### config.mk
export PLATFORM = sky130hd
export DESIGN_NAME = muldiv_ctrl
export DESIGN_NICKNAME = d
export VERILOG_FILES = /design/src/rtl/muldiv_pkg.sv /design/src/rtl/muldiv_watchdog.sv /design/src/rtl/muldiv_ctrl.sv
export SDC_FILE = /design/constraint.sdc
export NUM_CORES = 1
export LEC_CHECK = 0
export ABC_AREA = 1
export BUFFER_PORTS_ARGS = -buffer_cell sky130_fd_sc_hd__buf_2
export CAP_MARGIN = 20
export CORE_MARGIN = 2
export CORE_UTILIZATION = 30
export CTS_CLUSTER_SIZE = 30
export DETAILED_ROUTE_END_ITERATION = 10
export PLACE_DENSITY = 0.62
export SKIP_LAST_GASP = 1
export SLEW_MARGIN = 20
export SYNTH_ARGS = -nofsm -noshare
export SYNTH_HDL_FRONTEND = slang
export SYNTH_SLANG_ARGS = --single-unit
### constraint.sdc
create_clock -name clk -period 1.4 [get_ports clk]
set_clock_uncertainty 0.15 [all_clocks]
set_input_delay 0.07 -clock clk [delete_from_list [all_inputs] [get_ports clk]]
set_output_delay 0.07 -clock clk [all_outputs]
set_load 0.005 [all_outputs]
### src/rtl/muldiv_pkg.sv
// Shared definitions for the mult/div sequencer: request opcodes, FSM state
// encoding and default sizing.
package muldiv_pkg;

   localparam int unsigned WIDTH_DEF   = 32;
   localparam int unsigned TIMEOUT_DEF = 40;

   // Request opcodes presented on req_op
   localparam logic [1:0] OP_MULT = 2'b00;
   localparam logic [1:0] OP_DIV  = 2'b01;
   localparam logic [1:0] OP_MFHI = 2'b10;
   localparam logic [1:0] OP_MFLO = 2'b11;

   typedef enum logic [1:0] {
      S_IDLE  = 2'd0,
      S_ISSUE = 2'd1,
      S_WAIT  = 2'd2
   } state_e;

endpackage

### src/rtl/muldiv_watchdog.sv
// Hang watchdog for the mult/div sequencer: loads TIMEOUT_CYCLES, counts down
// while an operation is outstanding and flags the final cycle of the budget.
// Ports:
//   clk, rst_n : clock, async active-low reset (clears the counter)
//   load_i     : reload counter with TIMEOUT_CYCLES
//   dec_i      : decrement counter (saturates at zero)
//   expire_o   : counter currently equals 1 (decoded from the counter register)
module muldiv_watchdog
   import muldiv_pkg::*;
#(
   parameter int unsigned TIMEOUT_CYCLES = TIMEOUT_DEF
) (
   input  logic clk,
   input  logic rst_n,
   input  logic load_i,
   input  logic dec_i,
   output logic expire_o
);

   localparam int unsigned CNT_W = $clog2(TIMEOUT_CYCLES + 1);

   logic [CNT_W-1:0] cnt_q;

   // Load has priority over decrement
   always_ff @(posedge clk or negedge rst_n) begin
      if (!rst_n) begin
         cnt_q <= '0;
      end else if (load_i) begin
         cnt_q <= CNT_W'(TIMEOUT_CYCLES);
      end else if (dec_i && (cnt_q != '0)) begin
         cnt_q <= cnt_q - CNT_W'(1);
      end
   end

   assign expire_o = (cnt_q == CNT_W'(1));

endmodule

### src/rtl/muldiv_ctrl.sv
// Sequencer between the CPU control unit and the iterative multiplier/divider.
// Owns the architectural HI/LO registers, serves MFHI/MFLO directly from them,
// and for MULT/DIV latches operands, pulses the unit's start, waits for done
// and commits. Divide-by-zero and watchdog expiry are reported without
// touching HI/LO.
// Ports:
//   clk, reset                     : clock, async active-low reset
//   req_valid/req_op/req_ready     : request handshake from control unit
//   rs_val/rt_val                  : operands, sampled on acceptance
//   op_a/op_b                      : held operands to both units
//   mult_start/div_start           : one-cycle start pulses
//   mult_done/mult_hi/mult_lo      : multiplier result
//   div_done/div_zero/div_hi/div_lo: divider result and zero-divisor flag
//   rd_valid/rd_data               : MFHI/MFLO result (one cycle)
//   hi_q/lo_q                      : architectural HI/LO
//   busy                           : operation in flight
//   exc_div_zero                   : one-cycle divide-by-zero pulse
//   timeout_err                    : sticky hang flag
module muldiv_ctrl
   import muldiv_pkg::*;
#(
   parameter int unsigned TIMEOUT_CYCLES = TIMEOUT_DEF,
   parameter int unsigned WIDTH          = WIDTH_DEF
) (
   input  logic             clk,
   input  logic             reset,
   input  logic             req_valid,
   input  logic [1:0]       req_op,
   output logic             req_ready,
   input  logic [WIDTH-1:0] rs_val,
   input  logic [WIDTH-1:0] rt_val,
   output logic [WIDTH-1:0] op_a,
   output logic [WIDTH-1:0] op_b,
   output logic             mult_start,
   output logic             div_start,
   input  logic             mult_done,
   input  logic [WIDTH-1:0] mult_hi,
   input  logic [WIDTH-1:0] mult_lo,
   input  logic             div_done,
   input  logic             div_zero,
   input  logic [WIDTH-1:0] div_hi,
   input  logic [WIDTH-1:0] div_lo,
   output logic             rd_valid,
   output logic [WIDTH-1:0] rd_data,
   output logic [WIDTH-1:0] hi_q,
   output logic [WIDTH-1:0] lo_q,
   output logic             busy,
   output logic             exc_div_zero,
   output logic             timeout_err
);

   state_e           state_q, state_d;
   logic [WIDTH-1:0] op_a_q, op_a_d;
   logic [WIDTH-1:0] op_b_q, op_b_d;
   logic             is_div_q, is_div_d;
   logic [WIDTH-1:0] hi_d, lo_d;
   logic             rd_valid_q, rd_valid_d;
   logic [WIDTH-1:0] rd_data_q, rd_data_d;
   logic             mult_start_q, mult_start_d;
   logic             div_start_q, div_start_d;
   logic             exc_q, exc_d;
   logic             tmo_q, tmo_d;
   logic             wd_load, wd_dec, wd_expire;

   // Only the unit that was started is observed
   logic             unit_done;
   logic [WIDTH-1:0] unit_hi, unit_lo;

   assign unit_done = is_div_q ? div_done : mult_done;
   assign unit_hi   = is_div_q ? div_hi   : mult_hi;
   assign unit_lo   = is_div_q ? div_lo   : mult_lo;

   muldiv_watchdog #(
      .TIMEOUT_CYCLES (TIMEOUT_CYCLES)
   ) u_watchdog (
      .clk      (clk),
      .rst_n    (reset),
      .load_i   (wd_load),
      .dec_i    (wd_dec),
      .expire_o (wd_expire)
   );

   // Next-state and registered-output logic
   always_comb begin
      state_d      = state_q;
      op_a_d       = op_a_q;
      op_b_d       = op_b_q;
      is_div_d     = is_div_q;
      hi_d         = hi_q;
      lo_d         = lo_q;
      rd_valid_d   = 1'b0;
      rd_data_d    = rd_data_q;
      mult_start_d = 1'b0;
      div_start_d  = 1'b0;
      exc_d        = 1'b0;
      tmo_d        = tmo_q;
      wd_load      = 1'b0;
      wd_dec       = 1'b0;

      case (state_q)
         S_IDLE: begin
            if (req_valid) begin
               case (req_op)
                  OP_MFHI: begin
                     rd_valid_d = 1'b1;
                     rd_data_d  = hi_q;
                  end
                  OP_MFLO: begin
                     rd_valid_d = 1'b1;
                     rd_data_d  = lo_q;
                  end
                  default: begin
                     op_a_d   = rs_val;
                     op_b_d   = rt_val;
                     is_div_d = (req_op == OP_DIV);
                     state_d  = S_ISSUE;
                  end
               endcase
            end
         end
         S_ISSUE: begin
            // Start pulse and watchdog load land on the same edge
            mult_start_d = !is_div_q;
            div_start_d  = is_div_q;
            wd_load      = 1'b1;
            state_d      = S_WAIT;
         end
         S_WAIT: begin
            if (is_div_q && div_zero) begin
               exc_d   = 1'b1;
               state_d = S_IDLE;
            end else if (unit_done) begin
               hi_d    = unit_hi;
               lo_d    = unit_lo;
               state_d = S_IDLE;
            end else if (wd_expire) begin
               tmo_d   = 1'b1;
               state_d = S_IDLE;
            end else begin
               wd_dec  = 1'b1;
            end
         end
         default: begin
            state_d = S_IDLE;
         end
      endcase
   end

   always_ff @(posedge clk or negedge reset) begin
      if (!reset) begin
         state_q      <= S_IDLE;
         op_a_q       <= '0;
         op_b_q       <= '0;
         is_div_q     <= 1'b0;
         hi_q         <= '0;
         lo_q         <= '0;
         rd_valid_q   <= 1'b0;
         rd_data_q    <= '0;
         mult_start_q <= 1'b0;
         div_start_q  <= 1'b0;
         exc_q        <= 1'b0;
         tmo_q        <= 1'b0;
      end else begin
         state_q      <= state_d;
         op_a_q       <= op_a_d;
         op_b_q       <= op_b_d;
         is_div_q     <= is_div_d;
         hi_q         <= hi_d;
         lo_q         <= lo_d;
         rd_valid_q   <= rd_valid_d;
         rd_data_q    <= rd_data_d;
         mult_start_q <= mult_start_d;
         div_start_q  <= div_start_d;
         exc_q        <= exc_d;
         tmo_q        <= tmo_d;
      end
   end

   // Handshake flags are pure decodes of the state register
   assign req_ready    = (state_q == S_IDLE);
   assign busy         = (state_q != S_IDLE);
   assign op_a         = op_a_q;
   assign op_b         = op_b_q;
   assign mult_start   = mult_start_q;
   assign div_start    = div_start_q;
   assign rd_valid     = rd_valid_q;
   assign rd_data      = rd_data_q;
   assign exc_div_zero = exc_q;
   assign timeout_err  = tmo_q;

endmodule

### Word-level counts from Yosys, hierarchy flattened

Index checks and enable logic that the tools add are counted.
W data, S select, Z words.

* bits in registers: 174
* output and inout port bits: 167
* logic and storage cells: 64

* add/sub/neg operators: 1
* equality and inequality tests: 9
* mux-type cells: 24
* bitwise gates (word level): 3
* reductions and logical operators: 14

Operators by type and width (count)
* $mux W32: 2
* $pmux W32 S2: 1
* $mux W1: 13
* $mux W6: 2
* $reduce_and A3 Y1: 4
* $mux W2: 5
* $eq A2 B2 Y1 const B: 3
* $eq A6 B1 Y1 const B: 1
* $pmux W2 S3: 1
* $reduce_bool A2 Y1: 3
* $reduce_bool A6 Y1: 1
* $sub A6 B1 Y6 const B: 1
* $eq A2 B1 Y1 const B: 2
* $ne A2 B2 Y1 const B: 2
* $ne A4 B3 Y1 const B: 1
* $reduce_and A4 Y1: 1
* $not A1 Y1: 3
* $logic_and A1 B1 Y1: 2
* $logic_not A2 Y1: 1
* $reduce_or A2 Y1: 1
* $logic_not A1 Y1: 1

### Longest topological paths before layout

Gate-level depths: netlist (run 1).

* word-level depth: 8
* gate-level depth with buffers: 9

### Hierarchy

From an unflattened synthesis (run 1), not the netlist that was laid out.

* cell total of the unflattened synthesis: 1093
* area total of the unflattened synthesis: 8157.8 µm²

By module, submodules not included
* muldiv_ctrl: times used 1, cells each 1039, area an instance 7733.7 µm², sequential area each 4204.0 µm²
* muldiv_watchdog: times used 1, cells each 54, area an instance 424.2 µm², sequential area each 150.1 µm²

### Least setup slack after synthesis (run 1)

No wires, ideal clock.

* path kind: register -> register
* start: register u_watchdog.cnt_q[2]
* end: register u_watchdog.cnt_q[3]
* data arrival time: 1183 ps
* slack: -50 ps
* stages on the path, launching flop included: 7
* path buffers: 0
* cell sequence: dfrtp_1 > nor2_1 > nand3_1 > nand3_2 > nand2_2 > nand2_1 > nand2_1

* cells in the longest elaborated chain, start to end: 7
* elaborated cells on any way between the ends: 11
* classes of those cells: add/sub: 1; eq/ne: 1; mux: 6; reduce/logical: 3

Ends and longest elaborated chain
* from (decl): line muldiv_watchdog.sv:22 `logic [CNT_W-1:0] cnt_q;`
* from (signal assigned): line muldiv_watchdog.sv:29 `cnt_q <= CNT_W'(TIMEOUT_CYCLES);`
* from (signal assigned): line muldiv_watchdog.sv:31 `cnt_q <= cnt_q - CNT_W'(1);`
* $eq A6 B1 Y1: line muldiv_watchdog.sv:35 `assign expire_o = (cnt_q == CNT_W'(1));`
* $mux W1: line muldiv_ctrl.sv:136 `end else if (wd_expire) begin`
* $mux W1: line muldiv_ctrl.sv:132 `end else if (unit_done) begin`
* $mux W1: line muldiv_ctrl.sv:129 `if (is_div_q && div_zero) begin`
* $mux W1: line muldiv_ctrl.sv:100 `case (state_q)`
* $logic_and A1 B1 Y1: line muldiv_watchdog.sv:30 `end else if (dec_i && (cnt_q != '0)) begin`
* $reduce_bool A2 Y1 (no source line)

Several ways; a longest one is shown, not always the timed one. The select of a mux whose other input is x is not followed.
A chain may end at the register's enable or synchronous reset.

### Worst setup path in the final report (run 1)

* start: register state_q[0]
* end: output busy

* cells in the longest elaborated chain, start to end: 1

Ends and longest elaborated chain
* from (decl): line muldiv_ctrl.sv:52 `state_e state_q, state_d;`
* from (signal assigned): line muldiv_ctrl.sv:164 `state_q <= state_d;`
* $reduce_bool A2 Y1: line muldiv_ctrl.sv:181 `assign busy = (state_q != S_IDLE);`
* to (decl): line muldiv_ctrl.sv:47 `output logic busy,`

No other way between the ends.

==> results.toml, run 1 <==
[place]
dp_cells = 1702
hpwl_um = 18550
port_buffers = 366
place.gp.congestion = 0.8160

[sta]
finalHoldWorstSlack_ns = -0.01607
min_period_ns = 1.592
setup_violations = 170
rsz0062_at_grt = "yes"
tightest_slew_ns = 0.4179
finalMaxSlewViolations = 0
finalHoldViolCount = 10
max_freq_mhz = 628.1
fin_crit_sh_pct = 113.7
relSlewSlack_pct = 72.14
setup_ws_ns = -0.1921

[yosys]
ys_async_sr_fraction_pct = 100.0
ys_seq_area_share_pct = 55.32
synth.area.top_cells = "dfrtp_1, nand2_1, inv_1, o21ai_0, nand3_1"
synth_top_area_share_pct = 55.32
ys.flop_type = "dfrtp_1"
yosysWarningCount = 0
synth_common_cells = "nand2_1, dfrtp_1, inv_1, o21ai_0, nand3_1"
ys_ff_latch = 174
yosysMostFrequentCell = "nand2_1"
synth_nets = 1221
syn_inst = 1018
avgSynthCellArea_sq_um = 7.732
synth_top_area_cell = "dfrtp_1"
netlist-cell-type-count = 23
synth_edf_count = 0
syn_area_sq_um = 7871

[run]
drv_cap = 0

[clock_tree]
htreeDepth = 4
cts_max_path_buffers = 2
tritoncts = "yes"
path_clk_slew_ns = 0.07
clk_latency_ns = 0.42
cts-root-buf = "clkbuf_16"
cts_buffers = 17
cts_sinks = 174

[finish]
drive_gt1_share_pct = 39.81
layout.nets = 1833
areaGrowthSynthToFinish_pct = 85.61
fin_util_pct = 56.39
instances_no_fill = 1979

[worst_setup_path]
crit_arrival_ns = 1.37
crit_path_end_kind = "primary output"
cp.required_ns = 1.18
crit_path_start_kind = "register"
path_class = "register to primary output"
path_max_fanout = 3

[floorplan]
die_w_um = 166.0
rows = 59
start_util_pct = 30.38
die_h_um = 166.0
core_area_sq_um = 25910
io_pins = 367
die_area_sq_um = 27550

[drt]
viasPerCell = 4.758
wire_per_inst_um = 18.22
routed_wl_um = 36050
via_count = 9417
dr.pass1.iters = 5
drt_iter0_markers = 746
antenna_left = 0
drc = 0

[grt]
first_global_vias = 9268
grt.total_usage_pct = 22.85
antenna_found_initial = 1
gr-total-overflow = 0
grt_first_pass_wirelength_um = 49820
grt_max_degree = 65

[hold_path]
hold_path_class = "input port to asynchronous set/reset pin"

[power_and_ir_drop]
peakVddDrop_mv = 0.7908
p_leak_nw = 7.654
power.density_nw_per_um2 = 1619

[run_status]
violations = "hold timing, setup timing"
status = "finished, violations left"
path summary, 6_finish.rpt:
kind,from,end,slack (ns),depth (start not counted)
min in group clk,req_op[1],rd_data[18]$_DFFE_PN0P_,0.09,5
setup reg to reg,is_div_q$_DFFE_PN0P_,lo_q[19]$_DFFE_PN0P_,-0.19,6
hold / removal,reset,op_a[20]$_DFFE_PN0P_,-0.02,2
max in group asynchronous,reset,rd_data[15]$_DFFE_PN0P_,0.52,3
hold reg to reg,state_q[0]$_DFFE_PN0P_,exc_div_zero$_DFF_PN0_,0.31,1
setup / recovery,state_q[0]$_DFFE_PN0P_,busy,-0.19,5
flip-flops by register name, indices dropped and copies added (netlist names):
register          count
div_start             1
exc_div_zero          1
hi_q                 32
is_div_q              1
lo_q                 32
mult_start            1
op_a                 32
op_b                 32
rd_data              32
rd_valid              1
state_q               2
timeout_err           1
u_watchdog.cnt_q      6
layer usage:
| metal | part of all wire (%) | GRT usage (%) | wire [um] |
|---|---|---|---|
| met1 | 39 | 28.85 | 14160 |
| met2 | 49 | 38.32 | 17800 |
| met3 | 7.5 | 4.147 | 2688 |
| met4 | 3.9 | 10.25 | 1395 |
| met5 | 0 | 0 | 0 |
where the power goes:
| group | total, mW | internal, mW | switching (mW) |
|---|---|---|---|
| registers | 8.96 | 7.14 | 1.82 |
| logic | 10.0 | 4.85 | 5.19 |
| clock network | 4.65 | 2.40 | 2.25 |
| total | 23.6 | 14.4 | 9.26 |
through the flow:
| stage | power (mW) | setup slack, ns | TNS, ns | cell area (sq um) | hold slack (ns) |
|---|---|---|---|---|---|
| floorplan | 12.18 | -0.0004929 | -0.01971 | 7876 | -0.3756 |
| global placement | 16.16 | -0.1566 | -15.73 | 10330 | -0.1316 |
| detailed placement | 16.35 | -0.2335 | -22.70 | 10330 | -0.1316 |
| CTS | 22.07 | -0.1345 | -12.15 | 13440 | -0.02373 |
| global route | 25.10 | -0.2531 | -31.84 | 14610 | 0.003614 |
| finish | 23.65 | -0.1921 | -20.56 | 14610 | -0.01607 |
cells by family (layout without fill, tap and decap cells):
kind of cell | Yosys count | count (layout) | share of synthesized area [%]
simple gates | 603 | 603 | 29.82
flops | 174 | 174 | 55.32
buf+inv | 138 | 763 | 7.439
compound gates | 99 | 99 | 6.835
fa+ha+maj | 3 | 3 | 0.4769
xor+xnor | 1 | 1 | 0.1113
other cells | 0 | 1 | 0
worst max-delay path, stage by stage (launching register included):
cell	delay (ns)
dfrtp_1	0.39
inv_2	0.12
nand2_4	0.10
buf_4	0.14
buf_6	0.10
buf_6	0.11
layout by cell type, fill, tap and decap left out, types with 23 or more instances in the layout:
master	instances
nor2_1	23
dlygate4sd3_1	198
nand2_1	383
clkbuf_16	28
nand2_2	71
nand3_1	40
a31oi_1	28
nand2_4	54
buf_2	363
inv_1	71
dfrtp_1	173
o21ai_0	53
buf_4	33
final cells by class:
| type | instances | area [sq um] |
|---|---|---|
| Fill cell | 2103 | 11300 |
| Tap cell | 335 | 419.2 |
| Timing Repair inverter | 1 | 7.507 |
| Inverter | 77 | 296.5 |
| Multi-Input combinational cell | 706 | 3704 |
| Clock buffer | 19 | 442.9 |
| Timing Repair Buffer | 653 | 5265 |
| Sequential cell | 174 | 4355 |
| Clock inverter | 13 | 117.6 |
| Antenna cell | 1 | 2.502 |
repair_timing:
item	CTS	global route
hold buffers	198	0
pin swaps	4	54
gates resized for setup	36	239
buffers inserted	8	15
cloned	12	16
endpoints found under the hold margin	326	0
setup endpoints to repair	169	171
(Power assumes the default switching activity.)
==> run 2, diff against run 1 <==
--- a/config.mk
+++ b/config.mk
@@ -12,7 +12,7 @@
 export CORE_UTILIZATION = 30
 export CTS_CLUSTER_SIZE = 30
 export DETAILED_ROUTE_END_ITERATION = 10
-export PLACE_DENSITY = 0.62
+export PLACE_DENSITY = 0.6
 export SKIP_LAST_GASP = 1
 export SLEW_MARGIN = 20
 export SYNTH_ARGS = -nofsm -noshare
==> constraint.sdc (replaced) <==
create_clock -name clk -period 1.88 [get_ports clk]
set_clock_uncertainty 0.15 [all_clocks]
set_input_delay 0.094 -clock clk [delete_from_list [all_inputs] [get_ports clk]]
set_output_delay 0.094 -clock clk [all_outputs]
set_load 0.005 [all_outputs]
==> run 2 against run 1 <==
  * The run now ends clean
  * Flip-flop and latch count is the same
  * Critical path depth up 1
  * Cell area decreased by 13%
  * Setup slack gained 0.36 ns
  * Clock power decreased by 20%
  * Register-to-register slack better by 0.36 ns
  * Wire length down 19%
  * Hold slack improved by 0.048 ns
  * Via count down 9.0%
  * First-iteration DRC count shrank 24%
  * Critical path type is now register to register
  * Largest cell class is now flip-flops and latches
  * Largest power group is now registers
  * Die area unchanged
  * Cell count down 3.5%
==> results.toml, run 2 (synthesis gave the netlist of run 1 again) <==
[drt]
drt_iter0_markers = 565
via_count = 8574
drc = 0
routed_wl_um = 29310
dr.pass1.iters = 6
antenna_left = 0
viasPerCell = 4.491
wire_per_inst_um = 15.36

[worst_setup_path]
path_max_fanout = 62
crit_path_start_kind = "register"
path_class = "register to register"
crit_path_end_kind = "register"
crit_arrival_ns = 1.89
cp.required_ns = 2.06

[finish]
multi_input_area_sq_um = 2953
instances_no_fill = 1909
areaGrowthSynthToFinish_pct = 61.74
final_common_cell = "nand2_1"
drive_gt1_share_pct = 27.34
nFillCells = 2344
fin_util_pct = 49.13
ff_latch_area_sq_um = 4355
layout_common_cells = "nand2_1, buf_2, dlygate4sd3_1, dfrtp_1, inv_1"
layout.nets = 1763

[clock_tree]
cts_max_path_buffers = 2
htreeDepth = 4
tritoncts = "yes"
path_clk_slew_ns = 0.07
cts_buffers = 17
cts-root-buf = "clkbuf_16"
cts_sinks = 174
clk_latency_ns = 0.42

[grt]
grt_first_pass_wirelength_um = 46310
gr-total-overflow = 0
first_global_vias = 8676
grt.total_usage_pct = 21.06
grt_max_degree = 67
antenna_found_initial = 1

[hold_path]
hold_path_class = "input port to asynchronous set/reset pin"

[sta]
rsz0062_at_grt = "no"
finalMaxSlewViolations = 0
setup_violations = 0
tightest_slew_ns = 0.4675
fin_crit_sh_pct = 90.94
max_freq_mhz = 584.9
relSlewSlack_pct = 68.83
finalHoldViolCount = 0
min_period_ns = 1.710
setup_tns_ns = 0

[power_and_ir_drop]
intPower_mw = 10.00
netSwitchingFraction_pct = 37.47
p_leak_nw = 6.804
peakVddDrop_mv = 0.5480
p_sw_mw = 5.994
comb_power_share_pct = 36.6
p_clk_share_pct = 23.2
power.density_nw_per_um2 = 1257
p_seq_share_pct = 40.2

[floorplan]
start_util_pct = 30.38
io_pins = 367
rows = 59
core_area_sq_um = 25910
die_h_um = 166.0
die_w_um = 166.0
die_area_sq_um = 27550

[run_status]
status = "completed"

[place]
place.gp.congestion = 0.8133
hpwl_um = 18870
port_buffers = 366
dp_cells = 1678

[run]
drv_cap = 0
-- run 2: cell count changes in the layout (fill, tap and decap cells not counted), sizes merged --
cell / change
clkinvlp: -3
bufinv: +2
buf: -59
clkinv: +3
inv: -1
clkbuf: -12
-- run 2: timing repair --
action                     CTS  global route
hold buffers               198             0
setup buffers                0             0
hold endpoints to repair   314             0
resized for setup            0             1
setup endpoints to repair    0             1
-- run 2: routing by layer --
metal,GRT usage [%],routed length (um),up-vias
met5,0,0,-
met4,7.940,915,0
met3,5.124,2068,60
met2,35.88,13960,391
met1,25.89,12370,3898
li1,-,-,4225
-- run 2: final cells by class --
class / count / area share (%)
antenna: 1 / 0.01966
sequential: 174 / 34.21
clock inverter: 15 / 1.553
timing repair buffer: 584 / 32.12
clock buffer: 17 / 3.342
tap: 335 / 3.292
inverter: 77 / 2.270
multi-input combinational: 706 / 23.19
-- run 2: critical path: stages (launching register included) --
cell and delay (ns):
dfrtp_2 0.47, nand2_1 0.12, nand3_2 0.15, a21oi_4 0.23
buf_12 0.25, nand2_1 0.09, o21ai_0 0.10
-- run 2: power groups by stage --
stage | Combinational (mW) | Clock [mW] | Sequential (mW)
floorplan | 2.62 | 0 | 6.45
global placement | 5.42 | 0 | 6.48
detailed placement | 5.53 | 0 | 6.48
CTS | 5.86 | 3.88 | 6.42
global route | 6.59 | 4.02 | 6.64
finish | 5.86 | 3.71 | 6.43
-- run 2: stage by stage --
| step | power [mW] | instance area [sq um] | hold slack, ns | setup slack, ns |
|---|---|---|---|---|
| after floorplan | 9.062 | 7871 | -0.3516 | 0.4300 |
| after global placement | 11.90 | 10120 | -0.08109 | 0.1915 |
| after detailed placement | 12.02 | 10120 | -0.07999 | 0.1848 |
| after CTS | 16.16 | 12720 | 0.01597 | 0.1402 |
| after global routing | 17.25 | 12730 | 0.05784 | 0.02988 |
| final | 16.00 | 12730 | 0.03188 | 0.1704 |
-- run 2: path summary, 6_finish.rpt --
| kind | from | endpoint | slack, ns | cells after the start |
|---|---|---|---|---|
| max | is_div_q$_DFFE_PN0P_ | lo_q[12]$_DFFE_PN0P_ | 0.17 | 6 |
| min | reset | op_a[13]$_DFFE_PN0P_ | 0.03 | 2 |
| max reg2reg | is_div_q$_DFFE_PN0P_ | lo_q[12]$_DFFE_PN0P_ | 0.17 | 6 |
| min reg2reg | state_q[0]$_DFFE_PN0P_ | exc_div_zero$_DFF_PN0_ | 0.29 | 1 |
| max in group asynchronous | reset | op_a[23]$_DFFE_PN0P_ | 0.95 | 3 |
| min in group clk | req_op[1] | rd_data[20]$_DFFE_PN0P_ | 0.03 | 5 |
